===== src/rtl/freq_meter.sv =====
`default_nettype none
// ============================================================================
// freq_meter -- counts synchronized sig_in rising edges per gate window | rev 1.0
// ============================================================================
module freq_meter #(
  parameter int CLK_FREQ    = 50_000_000,
  parameter int GATE_CYCLES = 50_000_000,
  parameter int CNT_W       = 32
) (
  input  logic             clk,
  input  logic             rst,
  input  logic             en,
  input  logic             sig_in,
  output logic [CNT_W-1:0] freq,
  output logic             valid,
  output logic             ovf,
  output logic             busy
);

  localparam int               GW       = $clog2(GATE_CYCLES);
  localparam logic [GW-1:0]    GATE_END = GW'(GATE_CYCLES - 1);
  localparam logic [CNT_W-1:0] CNT_MAX  = '1;

  typedef enum logic [1:0] {
    IDLE  = 2'd0,
    GATE  = 2'd1,
    LATCH = 2'd2
  } state_t;

  state_t           state;
  logic [GW-1:0]    gate_cnt;
  logic [CNT_W-1:0] edge_cnt;
  logic             sat_flag;
  logic             sync1;
  logic             sync2;
  logic             sync_dly;
  logic             edge_p;
  logic [CNT_W-1:0] cnt_nxt;
  logic             sat_nxt;

  logic unused_clk_freq;
  assign unused_clk_freq = (CLK_FREQ != 0);

  // Synchronizer and edge detector run in every state so entering GATE never
  // sees a stale level as a fresh edge.
  always_ff @(posedge clk or posedge rst) begin
    if (rst) begin
      sync1    <= 1'b0;
      sync2    <= 1'b0;
      sync_dly <= 1'b0;
      edge_p   <= 1'b0;
    end else begin
      sync1    <= sig_in;
      sync2    <= sync1;
      sync_dly <= sync2;
      edge_p   <= sync2 & ~sync_dly;
    end
  end

  always_comb begin
    cnt_nxt = edge_cnt;
    sat_nxt = sat_flag;
    if (edge_p) begin
      if (edge_cnt == CNT_MAX) begin
        sat_nxt = 1'b1;
      end else begin
        cnt_nxt = edge_cnt + CNT_W'(1);
      end
    end
  end

  // Result is loaded on the GATE->LATCH edge so freq/ovf are already new
  // while valid is high during the LATCH cycle.
  always_ff @(posedge clk or posedge rst) begin
    if (rst) begin
      state    <= IDLE;
      gate_cnt <= '0;
      edge_cnt <= '0;
      sat_flag <= 1'b0;
      freq     <= '0;
      ovf      <= 1'b0;
      valid    <= 1'b0;
    end else begin
      valid <= 1'b0;
      case (state)
        IDLE: begin
          gate_cnt <= '0;
          edge_cnt <= '0;
          sat_flag <= 1'b0;
          if (en) begin
            state <= GATE;
          end
        end
        GATE: begin
          if (!en) begin
            state    <= IDLE;
            gate_cnt <= '0;
            edge_cnt <= '0;
            sat_flag <= 1'b0;
          end else if (gate_cnt == GATE_END) begin
            state    <= LATCH;
            freq     <= cnt_nxt;
            ovf      <= sat_nxt;
            valid    <= 1'b1;
            gate_cnt <= '0;
            edge_cnt <= '0;
            sat_flag <= 1'b0;
          end else begin
            gate_cnt <= gate_cnt + GW'(1);
            edge_cnt <= cnt_nxt;
            sat_flag <= sat_nxt;
          end
        end
        LATCH: begin
          gate_cnt <= '0;
          edge_cnt <= '0;
          sat_flag <= 1'b0;
          state    <= en ? GATE : IDLE;
        end
        default: begin
          state    <= IDLE;
          gate_cnt <= '0;
          edge_cnt <= '0;
          sat_flag <= 1'b0;
        end
      endcase
    end
  end

  assign busy = (state == GATE);

endmodule
`default_nettype wire


===== config.mk =====
export PLATFORM = sky130hd
export DESIGN_NAME = freq_meter
export DESIGN_NICKNAME = d
export VERILOG_FILES = /design/src/rtl/freq_meter.sv
export SDC_FILE = /design/constraint.sdc
export NUM_CORES = 1
export LEC_CHECK = 0
export BUFFER_PORTS_ARGS = -buffer_cell sky130_fd_sc_hd__buf_2
export CAP_MARGIN = 20
export CELL_PAD_IN_SITES_DETAIL_PLACEMENT = 0
export CELL_PAD_IN_SITES_GLOBAL_PLACEMENT = 2
export CORE_MARGIN = 10
export CORE_UTILIZATION = 34
export DETAILED_ROUTE_END_ITERATION = 7
export HOLD_SLACK_MARGIN = 0.12
export PLACE_DENSITY_LB_ADDON = 0.1
export SLEW_MARGIN = 20
export SYNTH_ARGS = -nofsm -noshare
export SYNTH_HDL_FRONTEND = slang
export SYNTH_SLANG_ARGS = --single-unit

===== constraint.sdc =====
create_clock -name clk -period 3.1 [get_ports clk]
set_clock_uncertainty 0.05 [all_clocks]
set_input_delay 0.465 -clock clk [delete_from_list [all_inputs] [get_ports clk]]
set_output_delay 0.465 -clock clk [all_outputs]
set_load 0.005 [all_outputs]

# After elaboration in Yosys (flattened, before gate mapping)
# Cells that the tools add are included.
[totals]
out_inout_bits = 35
elab_cells = 45
ff_bits = 99
input_bits = 4
[op_classes]
eq_ne = 6
n_addsub = 2
bitwise = 2
reduce_logical = 3
n_mux = 21
[ops]
columns = ["cell", "count"]
rows = [
  ["2-to-1 mux 32 bit", 5],
  ["2-to-1 mux 26 bit", 3],
  ["adder 32 x 1 -> 32 bit, second input constant", 1],
  ["== test 32 bit, second input constant", 1],
  ["adder 26 x 1 -> 26 bit, second input constant", 1],
  ["== test 26 bit, second input constant", 1],
  ["2-to-1 mux 1 bit", 9],
  ["2-to-1 mux 2 bit", 3],
  ["case mux 2 bit (3 select lines)", 1],
  ["inequality test 3 x 2 -> 1 bit, second input constant", 1],
  ["AND reduction 3 bit", 1],
  ["== test 2 x 1 -> 1 bit, second input constant", 1],
  ["== test 2 bit, second input constant", 1],
  ["zero test 2 bit", 1],
  ["inequality test 2 bit, second input constant", 1],
  ["AND reduction 2 bit", 1],
  ["bitwise AND 1 bit", 1],
  ["NOT 1 bit", 1],
]

# Depth between registers and ports, before layout
# Gate-level depths: netlist of the first run.
[logic_depth]
ltp_word = 6
depth_mapped = 8
depth_no_buf = 6

# Least setup slack after synthesis of the first run
# Ideal clock, no wire load.
[synth_path]
kind = "register to register"
from = "register gate_cnt[8]"
to = "register freq[29]"
slack_ps = 791
t_arrival_ps = 2190
t_required_ps = 2981
stages_incl_launch_ff = 7
period_less_slack_ps = 2309
cell_sequence = "dfrtp_1 > buf_6 > or4_1 > or3_1 > or3_4 > or4_1 > nand3_1"
[synth_between]
elab_chain_cells = 2
[synth_lines]
columns = ["item", "line_no", "rtl"]
rows = [
  ["start, declared", "31", "logic [GW-1:0] gate_cnt;"],
  ["start signal, assigned", "109", "gate_cnt <= gate_cnt + GW'(1);"],
  ["== test 26 bit", "100", "end else if (gate_cnt == GATE_END) begin"],
  ["AND reduction 3 bit (no line)", "-", ""],
  ["end signal, assigned", "102", "freq <= cnt_nxt;"],
  ["end, declared", "14", "output logic [CNT_W-1:0] freq,"],
]
# Every way passes these cells.
# A chain may end at the register's enable or synchronous reset.

# Worst setup path in the final report of the first run
[layout_path]
from = "register gate_cnt[10]"
to = "register freq[6]"
# Same word-level chain as after synthesis.

==> impl_results.md, run 1 <==
* Outcome: completed
* Clk sinks at 99
* Root Driver: clkbuf_16
* Worst EP required at ~3.3 ns
* Max Root-Sink Buffers at 2
* Count of different cell masters after synthesis at 40
* Vias per Instance at between 5 and 6
* Die area at 0.0186 sq mm
* Die width at 136 um
* Maxcap violations at 0
* LEAKAGE at approximately 2.2 nW
* Hold slack at between 0.15 and 0.2 ns
* Most frequent cells in the layout: 99 x dfrtp_1, 60 x nor2_1, 47 x nand2_1
* Ys flop type: dfrtp_1
* RSZ-0062 raised after global routing: no
* Path type of the worst setup path: flip-flop to flip-flop
* Share of layout cells above drive strength 1 at 13.2%
* Met2 Use GR at 20.7%
* Chip height at 136 um
* Worst slew pin tran at 0.718 ns
* Nets at 518
* Power Density at 491 mW/mm^2
* Num CTS Buffers at 9
* 1st-pass router iterations at 4
* Fin. Hold Viols at 0
* Commonest non-fill, non-tap cell in the layout: dfrtp_1
* Clk Latency, worst-skew pair at 0.35 ns
* Core area at 0.0132 sq mm
* Hold path depth at 1
* Largest net degree at the start of global routing at 67
* Synth Register Bits at 99
* Area Overhead vs Synth at 16.7%
* Post-synth EDFFs at 0
* CP dominant cell by count: or4_1
* Global Route met3 Usage at 3.62%
* Crit Path Max Fanout at 31
* Met1 usage at ~15%
* Max_slew headroom at 52.0%
* Worst hold start: sig_in
* Post-Syn Nets at 480
* Vias in the first global route at 3624
* FILL cells at 1360
* GPL Wtd Cong at approximately 0.74
* Drt wl/cell at about 16 um
* # DRC at 0
* Global route overflow at 0
* Worst slack at placement at about 0.52 ns
* Mapped Avg Cell Area at 9.70 sq um
* Max Transition Viols Final at 0
* Worst setup margin at 0.531 ns
* ANT nets after route at 0
* Via count at 3522
* Fin crit share at 82.9%
* CP max stage delay at approximately 0.55 ns
* WP data arrival at 2.81 ns
* Starting Density at 34.7%
* Hold Path End: sync1$_DFF_PP0_
* Min Tclk post-route at 2.57 ns
* Post-DP HPWL at about 7.7 mm
* Total power draw at 2.63 mW
* Global route hottest layer: met2
* FF-to-FF Start: gate_cnt[10]$_DFF_PP0_
* Worst Path Buf+Inv at 0
* Hold Path Class: primary input to flip-flop
* Detailed Route Iter0 Violations at 168
* Finish-stage setup viols at 0
* CTS tree: done
* Sequential share of the synthesized area at 53.9%
* Critical Path Stages at 5
* Antenna violations before repair at 0
* Clk slew on worst S/H paths at 0.07 ns
* Cell count after synthesis at 474
* Crit path capture type: flip-flop
* Async S/R FF share, synth at 100%
* Total number of yosys warnings at 0
* Rows at between 40 and 50
* CP Launch Type: flip-flop
* Highest clock rate at 389 MHz
* Port Buffer Count at 38
* Cell family with most CP delay: simple AND/OR/NAND/NOR gates
* R2r worst-path depth at 5
* N_diodes at 0
* Synth Cell Area at around 0.0046 sq mm
* GRT Util Overall at between 10% and 20%
* Crit-path cells: or4_1 > or3_1 > or3_4 > or4_1 > nand3_1
* Routed wire length at 11.1 mm
* TNS Setup at 0 ns
* Max IR drop VDD at 250 uV
* I/O pins at 39
* First-pass GRT wire length at 18.7 mm
* R2R Setup Slk at 0.53 ns
* Worst r2r dst: freq[6]$_DFFE_PP0P_
* Worst path slowest cell: or3_4
* H-tree Lvls at 3
-- routing by layer --
| layer | up-vias | routed length (um) |
|---|---|---|
| met5 | - | 0 |
| met4 | 0 | 196 |
| met3 | 15 | 427 |
| met2 | 35 | 5360 |
| met1 | 1716 | 5140 |
| li1 | 1756 | - |
-- Yosys cell counts, drive strengths merged (10+ instances only) --
| cell | n | share of area (%) |
|---|---|---|
| xnor2 | 31 | 5.9 |
| or3 | 15 | 2.2 |
| nand4 | 17 | 2.3 |
| a31oi | 12 | 1.6 |
| nand2 | 47 | 3.8 |
| nand3 | 20 | 2.2 |
| o21ai | 33 | 3.6 |
| dfrtp | 99 | 54 |
| clkbuf | 16 | 1.3 |
| inv | 15 | 1.2 |
| a21oi | 14 | 1.5 |
| nor3 | 10 | 1.2 |
| nor2 | 60 | 4.9 |
| xor2 | 11 | 2.1 |
-- worst max-delay path by stage --
| stage | from | slack (ns) | end |
|---|---|---|---|
| 2_1_floorplan | gate_cnt[8]$_DFF_PP0_ | 0.79 | freq[29]$_DFFE_PP0P_ |
| 3_3_place_gp | gate_cnt[10]$_DFF_PP0_ | 0.55 | freq[29]$_DFFE_PP0P_ |
| 3_5_place_dp | gate_cnt[0]$_DFF_PP0_ | 0.52 | freq[29]$_DFFE_PP0P_ |
| 4_1_cts | gate_cnt[0]$_DFF_PP0_ | 0.49 | freq[29]$_DFFE_PP0P_ |
| 5_1_grt | gate_cnt[0]$_DFF_PP0_ | 0.36 | freq[29]$_DFFE_PP0P_ |
| 6_report | gate_cnt[10]$_DFF_PP0_ | 0.53 | freq[6]$_DFFE_PP0P_ |
-- power breakdown --
part           total (mW)  switching, mW  internal (mW)  leakage, nW
Clock                1.24          0.495          0.747        0.165
Combinational      0.0873         0.0650         0.0223        0.683
Sequential           1.30        0.00449           1.30         1.37
Total                2.63          0.564           2.07         2.22
-- worst register-to-register path: stages, from the launching register on --
cell     delay, ns
dfrtp_1       0.42
or4_1         0.51
or3_1         0.33
or3_4         0.55
or4_1         0.55
nand3_1       0.09
-- per-stage QoR --
stage	utilization (%)	cells	instance area (sq um)
3_5_place_dp	37.9	676	5020
2_1_floorplan	-	474	4600
5_1_grt	40.5	693	5360
3_3_place_gp	37.9	676	5020
4_1_cts	40.5	693	5360
6_report	40.5	693	5360
-- cell families (layout without fill, tap and decap cells) --
| kind of cell | after synthesis | in the layout | share of synthesized area (%) |
|---|---|---|---|
| AO/OA/AOI/OAI | 82 | 82 | 10.9 |
| XOR/XNOR | 42 | 42 | 8.00 |
| adder cells (fa/ha/maj) | 2 | 2 | 0.544 |
| buffers and inverters | 36 | 79 | 3.18 |
| flip-flops | 99 | 99 | 53.9 |
| multiplexers | 1 | 1 | 0.218 |
| AND/OR/NAND/NOR | 212 | 212 | 23.3 |
-- flip-flops by register name (all words and copies together), names as in the netlist --
| register | count |
|---|---|
| sync_dly | 1 |
| gate_cnt | 26 |
| sync2 | 1 |
| freq | 32 |
| edge_p | 1 |
| valid | 1 |
| state | 2 |
| sat_flag | 1 |
| edge_cnt | 32 |
| sync1 | 1 |
| ovf | 1 |
-- repair_timing --
action                                 in CTS  in global routing
buffers inserted                            0                  0
hold buffers                                1                  0
gates resized for setup                     0                  0
endpoints found under the hold margin       2                  0
-- cell type report --
cell class                 count  area [sq um]  share of cell area [%]
clock buffer                  11           253                    4.71
clock inverter                 5          75.1                    1.40
inverter                      15          60.1                    1.12
multi-input combinational    339          1980                    37.0
sequential                    99          2480                    46.2
tap                          176           220                    4.11
timing repair buffer          48           293                    5.46
Note: power is estimated with default switching activity, not from simulation.
==> inputs of run 2 (changes only) <==
==> constraint.sdc (replaced) <==
create_clock -name clk -period 2.1 [get_ports clk]
set_clock_uncertainty 0.05 [all_clocks]
set_input_delay 0.315 -clock clk [delete_from_list [all_inputs] [get_ports clk]]
set_output_delay 0.315 -clock clk [all_outputs]
set_load 0.005 [all_outputs]
==> run 2 against run 1 <==
  * The run now ends with negative setup slack left
  * Non-clock buffer count up 75
  * Sequential share of layout area down 8.5 points
  * Combinational power grew to 3.4 times the previous value
  * Maximum frequency rose by 15%
  * Worst hold slack better by 0.0023 ns
  * Power is 50% higher
  * Flip-flop and latch count unchanged
  * Clock power grew 40%
  * Worst setup slack got worse by 0.66 ns
  * Design area rose by 22%
  * Largest cell class unchanged
  * Highest routed layer unchanged
==> impl_results.md, run 2 (synthesis gave the netlist of run 1 again) <==
* Biggest regs: edge_cnt x32, freq x32, gate_cnt x26
* Rows at 42 (unchanged)
* R2R Setup Slk at -0.13 ns (-0.66 ns)
* Max IR drop VDD at 310 uV (+24%)
* Placed Cells incl. Taps at 736 (+8.9%)
* Crit path capture type: flip-flop
* Max Transition Viols Final at 0 (unchanged)
* Clock Power Share at 43.8% (-3.4 points)
* Critical Path Start: gate_cnt[10]$_DFF_PP0_
* Core area at 0.0132 sq mm (unchanged)
* Clk sinks at 99 (unchanged)
* Vias in the first global route at 3942 (+8.8%)
* R2r worst-path depth at 5 (unchanged)
* Power Density at 602 mW/mm^2 (+23%)
* RSZ-0062 raised after global routing: yes
* LEAKAGE at 2.71 nW (+22%)
* Area Overhead vs Synth at 42.9%
* Antenna violations before repair at 0 (unchanged)
* Met1 Routed Length at 5.88 mm (+14%)
* ANT nets after route at 0 (unchanged)
* Clk slew on worst S/H paths at 0.06 ns (about the same)
* Nets at 593 (+14%)
* FF-to-FF Start: gate_cnt[10]$_DFF_PP0_
* Most frequent cells in the layout: 99 x dfrtp_1, 64 x buf_4, 47 x nand2_1
* Starting Density at 34.7% (unchanged)
* Die width at 136 um (unchanged)
* Hold Path Class: primary input to flip-flop
* Hold Path End: state[0]$_DFFE_PP0P_
* Worst hold start: en
* Sw frac at 22.5% (+1.1 points)
* Commonest non-fill, non-tap cell in the layout: dfrtp_1
* Path type of the worst setup path: flip-flop to flip-flop
* Met2 Routed Length at 6.09 mm (+14%)
* N_diodes at 0 (unchanged)
* Fin crit share at 106% (+23 points)
* GPL Wtd Cong at 0.799 (+7.6%)
* Crit Path Max Fanout at 5 (-84%)
* Met3 Routed Length at 425 um (-0.47%)
* # DRC at 0 (unchanged)
* Vias per Instance at 5.11 (+0.64%)
* Post-DP HPWL at 8.56 mm (+12%)
* Clk Latency, worst-skew pair at 0.35 ns (about the same)
* Post-route cell area at 0.00657 sq mm (+22%)
* First-pass GRT wire length at 20.6 mm (+10%)
* Worst EP required at 2.33 ns (-1.01 ns)
* Worst setup margin at -0.131 ns (-0.662 ns)
* TNS Setup at -1.58 ns (-1.58 ns)
* Max_slew headroom at 62.4% (+10 points)
* Maxcap violations at 0 (unchanged)
* Fin. Hold Viols at 0 (unchanged)
* 1st-pass router iterations at 4 (unchanged)
* Chip height at 136 um (unchanged)
* Total power draw at 3.96 mW (+50%)
* Num CTS Buffers at 9 (unchanged)
* Min Tclk post-route at 2.23 ns (-0.338 ns)
* GRT Util Overall at 14.0% (+1.3 points)
* Die area at 0.0186 sq mm (unchanged)
* CTS tree: done
* Int Pwr at 3.07 mW (+48%)
* Largest net degree at the start of global routing at 34 (-49%)
* Net switching power figure at 0.889 mW (+58%)
* CP Launch Type: flip-flop
* Max Root-Sink Buffers at 2 (unchanged)
* Share of layout cells above drive strength 1 at 37.5% (+24 points)
* Via count at 3928 (+12%)
* Routed wire length at 12.6 mm (+14%)
* Failing checks: negative setup slack
* H-tree Lvls at 3 (unchanged)
* Drt wl/cell at 16.5 um (+2.5%)
* Reg power frac at 48.6% (-0.9 points)
* Comb pwr share at 7.6% (+4.3 points)
* Final std cells w/o fill at 768 (+11%)
* Detailed Route Iter0 Violations at 259 (+54%)
* Hold path depth at 3 (+2)
* Port Buffer Count at 38 (unchanged)
* WP data arrival at 2.46 ns (-0.35 ns)
* Outcome: finished, violations left
* Root Driver: clkbuf_16
* I/O pins at 39 (unchanged)
* Top layer reached by signal wires: met4
* Global route overflow at 0 (unchanged)
* Post-DP Area at 0.00554 sq mm (+10%)
* Highest clock rate at 448 MHz (+15%)
* Finish-stage setup viols at 36 (+36)
* Worst slew pin tran at 0.550 ns (-0.168 ns)
* Worst r2r dst: freq[6]$_DFFE_PP0P_
-- run 2: changes by cell type in the layout (fill, tap and decap cells not counted), moves of 5 or more --
| cell | previous run | this run |
|---|---|---|
| nor2_2 | 0 | 13 |
| buf_6 | 0 | 6 |
| a2111oi_0 | 6 | 1 |
| buf_4 | 7 | 64 |
| buf_12 | 2 | 7 |
| nor2_4 | 0 | 33 |
| a21oi_2 | 0 | 11 |
| nor2_1 | 60 | 14 |
| a21oi_1 | 14 | 3 |
-- run 2: layout make-up --
type	count	area, sq um
multi-input cells	339	2450
clock buffers	13	270
inverters	15	60.1
flip-flops and latches	99	2480
well taps	176	220
fillers	1291	6680
repair buffers	123	1040
clock inverters	3	45.0
-- run 2: what timing repair did --
item | in CTS | in global routing
setup endpoints to repair | 91 | 92
hold buffers | 2 | 0
gates resized for setup | 14 | 123
cloned | 3 | 3
buffers inserted | 8 | 4
endpoints found under the hold margin | 14 | 0
pin swaps | 6 | 33
-- run 2: critical path, stage by stage (launching register included) --
cell and delay [ns]:
dfrtp_1 0.38, or4_1 0.54, or3_4 0.35, or3_4 0.36, or4_4 0.43, nand3_2 0.07
-- run 2: power by group through the flow --
stage          Combinational [mW]  Clock, mW  Sequential, mW
2_1_floorplan              0.0792          0            1.96
4_1_cts                     0.227       1.79            1.92
3_3_place_gp                0.157          0            1.96
3_5_place_dp                0.158          0            1.96
5_1_grt                     0.322       1.86            1.92
6_report                    0.299       1.73            1.92
-- run 2: worst max path at each step --
| stage | to | cells after the start |
|---|---|---|
| floorplan | freq[29]$_DFFE_PP0P_ | 6 |
| global placement | freq[29]$_DFFE_PP0P_ | 5 |
| detailed placement | freq[29]$_DFFE_PP0P_ | 5 |
| CTS | freq[29]$_DFFE_PP0P_ | 5 |
| global route | freq[29]$_DFFE_PP0P_ | 7 |
| finish | freq[6]$_DFFE_PP0P_ | 5 |
-- run 2: metrics by stage --
stage | utilization, % | worst slack, ns | hold WS [ns]
2_1_floorplan | - | -0.206 | 0.281
3_3_place_gp | 41.8 | -0.178 | 0.281
3_5_place_dp | 41.8 | -0.225 | 0.284
4_1_cts | 45.6 | -0.0950 | 0.142
5_1_grt | 49.6 | -0.200 | 0.157
6_report | 49.6 | -0.131 | 0.168
-- run 2: routing by layer --
layer | GRT usage [%] | up-vias
met4 | 4.91 | 0
met5 | 0 | -
met3 | 3.06 | 18
met1 | 18.1 | 1955
met2 | 22.5 | 44
li1 | - | 1911
